File: src/rtl/calc_pkg.sv
// Shared types and sizing helpers for the calculator datapath blocks.
package calc_pkg;

  typedef enum logic [1:0] {
    IDLE = 2'd0,
    CALC = 2'd1,
    DONE = 2'd2
  } div_state_t;

  // Iteration-counter width for an n-bit divider. It never goes below 1 bit.
  function automatic int cnt_w(input int n);
    return (n > 1) ? $clog2(n) : 1;
  endfunction

  localparam int DIV_N     = 4;
  localparam int DIV_CNT_W = cnt_w(DIV_N);

endpackage

File: src/rtl/seq_divider_div_step.sv
// One restoring-division iteration: shift in a dividend bit, then trial-subtract the divisor.
module div_step #(
  parameter int N = 4
) (
  input  logic [N-1:0] r_i,
  input  logic         d_bit_i,
  input  logic [N-1:0] b_i,
  output logic [N-1:0] r_o,
  output logic         q_bit_o
);

  logic [N:0] r_shift;
  logic [N:0] trial;

  // Before each shift the partial remainder is below 2^(N-1).
  // r_shift therefore always fits in N bits, and trial[N] is a true borrow.
  assign r_shift = {r_i, d_bit_i};
  assign trial   = r_shift - {1'b0, b_i};

  assign q_bit_o = ~trial[N];
  assign r_o     = q_bit_o ? trial[N-1:0] : r_shift[N-1:0];

endmodule

File: src/rtl/seq_divider.sv
// Multi-cycle unsigned restoring divider that produces one quotient bit per clock.
// Results stay visible until the next operation completes.
module seq_divider
  import calc_pkg::*;
#(
  parameter int N = 4
) (
  input  logic         clk,
  input  logic         rst,
  input  logic         start,
  input  logic [N-1:0] a,
  input  logic [N-1:0] b,
  output logic         busy,
  output logic         done,
  output logic [N-1:0] quotient,
  output logic [N-1:0] remainder_mod,
  output logic         error_div,
  output logic         error_mod
);

  localparam int CW = cnt_w(N);

  div_state_t     state_q, state_d;
  logic [N-1:0]   d_q, d_d;
  logic [N-1:0]   b_q, b_d;
  logic [N-1:0]   r_q, r_d;
  logic [CW-1:0]  cnt_q, cnt_d;
  logic [N-1:0]   quo_q, quo_d;
  logic [N-1:0]   rem_q, rem_d;
  logic           err_q, err_d;

  logic [N-1:0]   r_next;
  logic           q_bit;

  div_step #(.N(N)) u_step (
    .r_i     (r_q),
    .d_bit_i (d_q[N-1]),
    .b_i     (b_q),
    .r_o     (r_next),
    .q_bit_o (q_bit)
  );

  // NOTE: sequential state is written with non-blocking assignments only.
  // All registers in the block then sample the same pre-edge values.
  always_ff @(posedge clk) begin
    if (rst) state_q <= IDLE;
    else     state_q <= state_d;
  end

  always_comb begin
    // NOTE: the default assignment at the top keeps this block purely combinational.
    state_d = state_q;
    unique case (state_q)
      IDLE:    if (start) state_d = (b != '0) ? CALC : DONE;
      CALC:    if (cnt_q == '0) state_d = DONE;
      DONE:    state_d = IDLE;
      default: state_d = IDLE;
    endcase
  end

  always_comb begin
    busy = (state_q == CALC);
    done = (state_q == DONE);
  end

  // Datapath next-state logic. The result registers load only on the edge that enters DONE.
  always_comb begin
    d_d   = d_q;
    b_d   = b_q;
    r_d   = r_q;
    cnt_d = cnt_q;
    quo_d = quo_q;
    rem_d = rem_q;
    err_d = err_q;
    unique case (state_q)
      IDLE: begin
        if (start) begin
          if (b != '0) begin
            d_d   = a;
            b_d   = b;
            r_d   = '0;
            cnt_d = CW'(N - 1);
          end else begin
            quo_d = '0;
            rem_d = '0;
            err_d = 1'b1;
          end
        end
      end
      CALC: begin
        d_d   = {d_q[N-2:0], q_bit};
        r_d   = r_next;
        cnt_d = cnt_q - CW'(1);
        if (cnt_q == '0) begin
          quo_d = {d_q[N-2:0], q_bit};
          rem_d = r_next;
          err_d = 1'b0;
        end
      end
      default: ;
    endcase
  end

  always_ff @(posedge clk) begin
    if (rst) begin
      d_q   <= '0;
      b_q   <= '0;
      r_q   <= '0;
      cnt_q <= '0;
      quo_q <= '0;
      rem_q <= '0;
      err_q <= 1'b0;
    end else begin
      d_q   <= d_d;
      b_q   <= b_d;
      r_q   <= r_d;
      cnt_q <= cnt_d;
      quo_q <= quo_d;
      rem_q <= rem_d;
      err_q <= err_d;
    end
  end

  assign quotient      = quo_q;
  assign remainder_mod = rem_q;
  assign error_div     = err_q;
  assign error_mod     = err_q;

endmodule

File: config.mk
export PLATFORM = sky130hd
export DESIGN_NAME = seq_divider
export DESIGN_NICKNAME = d
export VERILOG_FILES = /design/src/rtl/calc_pkg.sv /design/src/rtl/seq_divider_div_step.sv /design/src/rtl/seq_divider.sv
export SDC_FILE = /design/constraint.sdc
export NUM_CORES = 1
export LEC_CHECK = 0
export CAP_MARGIN = 20
export CORE_MARGIN = 2
export CORE_UTILIZATION = 35
export DETAILED_ROUTE_END_ITERATION = 12
export RECOVER_POWER = 100
export SLEW_MARGIN = 20
export SYNTH_ARGS = -nofsm -noshare
export SYNTH_HDL_FRONTEND = slang
export SYNTH_SLANG_ARGS = --single-unit
export TNS_END_PERCENT = 20
File: constraint.sdc
create_clock -name clk -period 3.4 [get_ports clk]
set_clock_uncertainty 0.1 [all_clocks]
set_input_delay 0.68 -clock clk [delete_from_list [all_inputs] [get_ports clk]]
set_output_delay 0.68 -clock clk [all_outputs]
set_load 0.05 [all_outputs]
==> flow_summary.yaml <==
layout:
  regArea_um2: 500
  multi_input_area_um2: 623
  diodes: 0
  most-common-layout-cells: "25 x dfxtp_1, 19 x nor2_1, 15 x nand2_1, 15 x dlygate4sd3_1, 9 x inv_1"
  nFillCells: 363
  area_delta_synth_final_pct: 19.3
  drive_gt1_share_pct: 6.49
  finalNetCount: 172
  final_common_cell: "dfxtp_1"
detailed_routing:
  vias_per_cell: 5.08
  vias: 1015
  drtIter0Drc: 19
  ant_nets: 0
  drc: 0
  route.detailed.wl_per_inst_um: 13.0
  firstDrtPassIters: 4
  routed_wl_um: 2590
timing:
  period_minus_slack_ns: 2.86
  worstMarginPinSlew_ns: 1.04
  slew_violations: 0
  finalSetupTns_ns: 0
  setup_violations: 0
  hold_viol: 0
  grt_setup_unrepaired: "no"
  period_share_pct: 84.2
  fmax_ghz: 0.349
  relSlewSlack_pct: 30.2
clock_tree:
  cts_inserted_buffers: 3
  cts_root_buf: "clkbuf_4"
  clkLatencyLatePin_ns: 0.31
  clock-sinks: 25
  cts_tree: "done"
  hold_buffers: 0
  cts_setup_buffers: 0
  htreeDepth: 1
  ctsLongestPathBuffers: 2
  cts.repair.resized: 0
  clk_pin_slew_ns: 0.13
synth:
  ys_async_sr_fraction_pct: 0
  synth_edf_count: 0
  ys.flop_type: "dfxtp_1"
  ys_types: 36
  ys.warnings.count: 0
  yosysSeqAreaShare_pct: 40.5
  syn_area_um2: 1230
  synth_fp_nets: 151
  syn-mean-instance-area_um2: 9.22
  ys_seq_elements: 25
  synth_cells: 134
critical_path:
  reg2reg_from: "d_q[3]$_SDFFE_PP0P_"
  crit_path_end_kind: "primary output"
  cp_max_fo: 9
  r2r_setup_slack_ns: 0.64
  crit_family: "buffers and inverters"
  worstPathCellList: "nand2b_1, inv_2, dlygate4sd3_1"
  critPathBufInv: 2
  reg2reg_to: "remainder_mod[0]$_SDFFE_PP0P_"
  slowest_delay_ns: 0.90
  cp_slowest_cell: "dlygate4sd3_1"
  cp_data_arrival_time_ns: 2.08
  crit_required_ns: 2.62
  ff2ff_path_depth: 8
  worstSetupPathDepth: 3
  cp-start-kind: "register"
  path_class: "reg -> out"
floorplanning:
  die_width_um: 63.4
  die_h_um: 63.4
  dieArea_um2: 4020
  rows: 21
  start_util_pct: 36.7
  num_io_pins: 23
  core_um2: 3360
global_routing:
  grt_util_all_layers_pct: 13.8
  grt_start_max_net_pins: 19
  antenna_found_initial: 0
  grt_pass1_wl_um: 4390
  first_global_vias: 970
  gr-total-overflow: 0
place:
  gp_congestion: 0.747
  hpwl_um: 1980
  io_buffers: 22
job:
  drv_cap: 0
hold_path:
  min_path_cells: 2
  hp-start: "b_q[3]$_SDFFE_PP0P_"
  hold_class: "reg -> reg"
  min_to: "b_q[3]$_SDFFE_PP0P_"
power:
  power.leakage_nw: 0.579
  power_uw: 649
  pwr_density_cell_nw_per_um2: 440
  ir_drop_uv: 163
status:
  status: "complete, no violations"
==> worst register-to-register path: stages (launching register included) <==
cell      delay (ns)
dfxtp_1         0.35
inv_1           0.05
ha_1            0.20
fa_1            0.40
nand2b_1        0.17
a21oi_1         0.17
xor2_1          0.64
mux2_1          0.43
o21ai_0         0.18
==> layer usage <==
| metal | share of wire, % | GRT usage, % | vias to the layer above |
|---|---|---|---|
| met5 | 0 | 0 | - |
| met4 | 0.81 | 4.89 | 0 |
| met3 | 2.9 | 1.96 | 2 |
| met2 | 50 | 22.9 | 16 |
| met1 | 46 | 18.1 | 490 |
| li1 | - | - | 507 |
==> cell families (layout without fill, tap and decap cells) <==
group	Yosys count	after routing	synth area share [%]
compound gates	31	31	21.8
xor+xnor	3	3	2.74
fa+ha+maj	6	6	6.69
buf+inv	17	37	6.08
flops	25	25	40.5
mux	3	3	2.63
simple gates	49	49	19.6
==> cell usage after synthesis (all sizes together), types with 2 or more instances <==
cell	n	share of area [%]
nand2b	5	2.5
nor2	19	6.0
nand2	15	4.6
xor2	2	2.0
inv	10	3.0
clkbuf	4	1.2
a22oi	8	4.9
o21ai	5	2.0
mux2	2	1.8
o32ai	2	2.6
dfxtp	25	41
nand3b	4	2.4
a311oi	4	4.9
o32a	2	1.6
ha	5	5.1
buf	3	1.8
a21oi	6	3.3
==> through the flow <==
stage	utilization [%]	setup slack, ns	hold slack [ns]	area (µm²)	instances
final	43.8	0.537	0.374	1470	200
after global routing	43.8	0.425	0.386	1470	200
after CTS	44.9	0.552	0.378	1510	200
after detailed placement	44.1	0.879	0.356	1480	196
after global placement	44.1	0.922	0.356	1480	196
after floorplan	-	1.19	0.336	1230	134
==> cell type report <==
| class | count | share of cell area (%) |
|---|---|---|
| inverter | 10 | 2.55 |
| timing repair buffer | 23 | 15.5 |
| multi-input combinational | 92 | 42.3 |
| clock buffer | 4 | 1.78 |
| tap | 46 | 3.91 |
| sequential | 25 | 34.0 |
==> power breakdown <==
part | internal [mW] | switching, mW | leakage, nW
registers | 0.315 | 0.0141 | 0.204
logic | 0.0717 | 0.117 | 0.359
clock network | 0.0458 | 0.0852 | 0.0150
total | 0.432 | 0.216 | 0.579
==> worst max path at each step <==
stage	startpoint	to	slack [ns]
6_report	state_q[1]$_SDFFE_PP0P_	busy	0.54
3_3_place_gp	state_q[1]$_SDFFE_PP0P_	busy	0.92
5_1_grt	state_q[1]$_SDFFE_PP0P_	busy	0.42
4_1_cts	state_q[1]$_SDFFE_PP0P_	busy	0.55
3_5_place_dp	d_q[3]$_SDFFE_PP0P_	remainder_mod[0]$_SDFFE_PP0P_	0.88
2_1_floorplan	d_q[3]$_SDFFE_PP0P_	remainder_mod[1]$_SDFFE_PP0P_	1.19
==> flip-flops by register name, indices dropped and copies added, names as in the netlist <==
register	flops
b_q	4
d_q	4
quotient	4
r_q	4
remainder_mod	4
cnt_q	2
state_q	2
error_div	1
No activity file was read; power rests on OpenSTA's default activity.
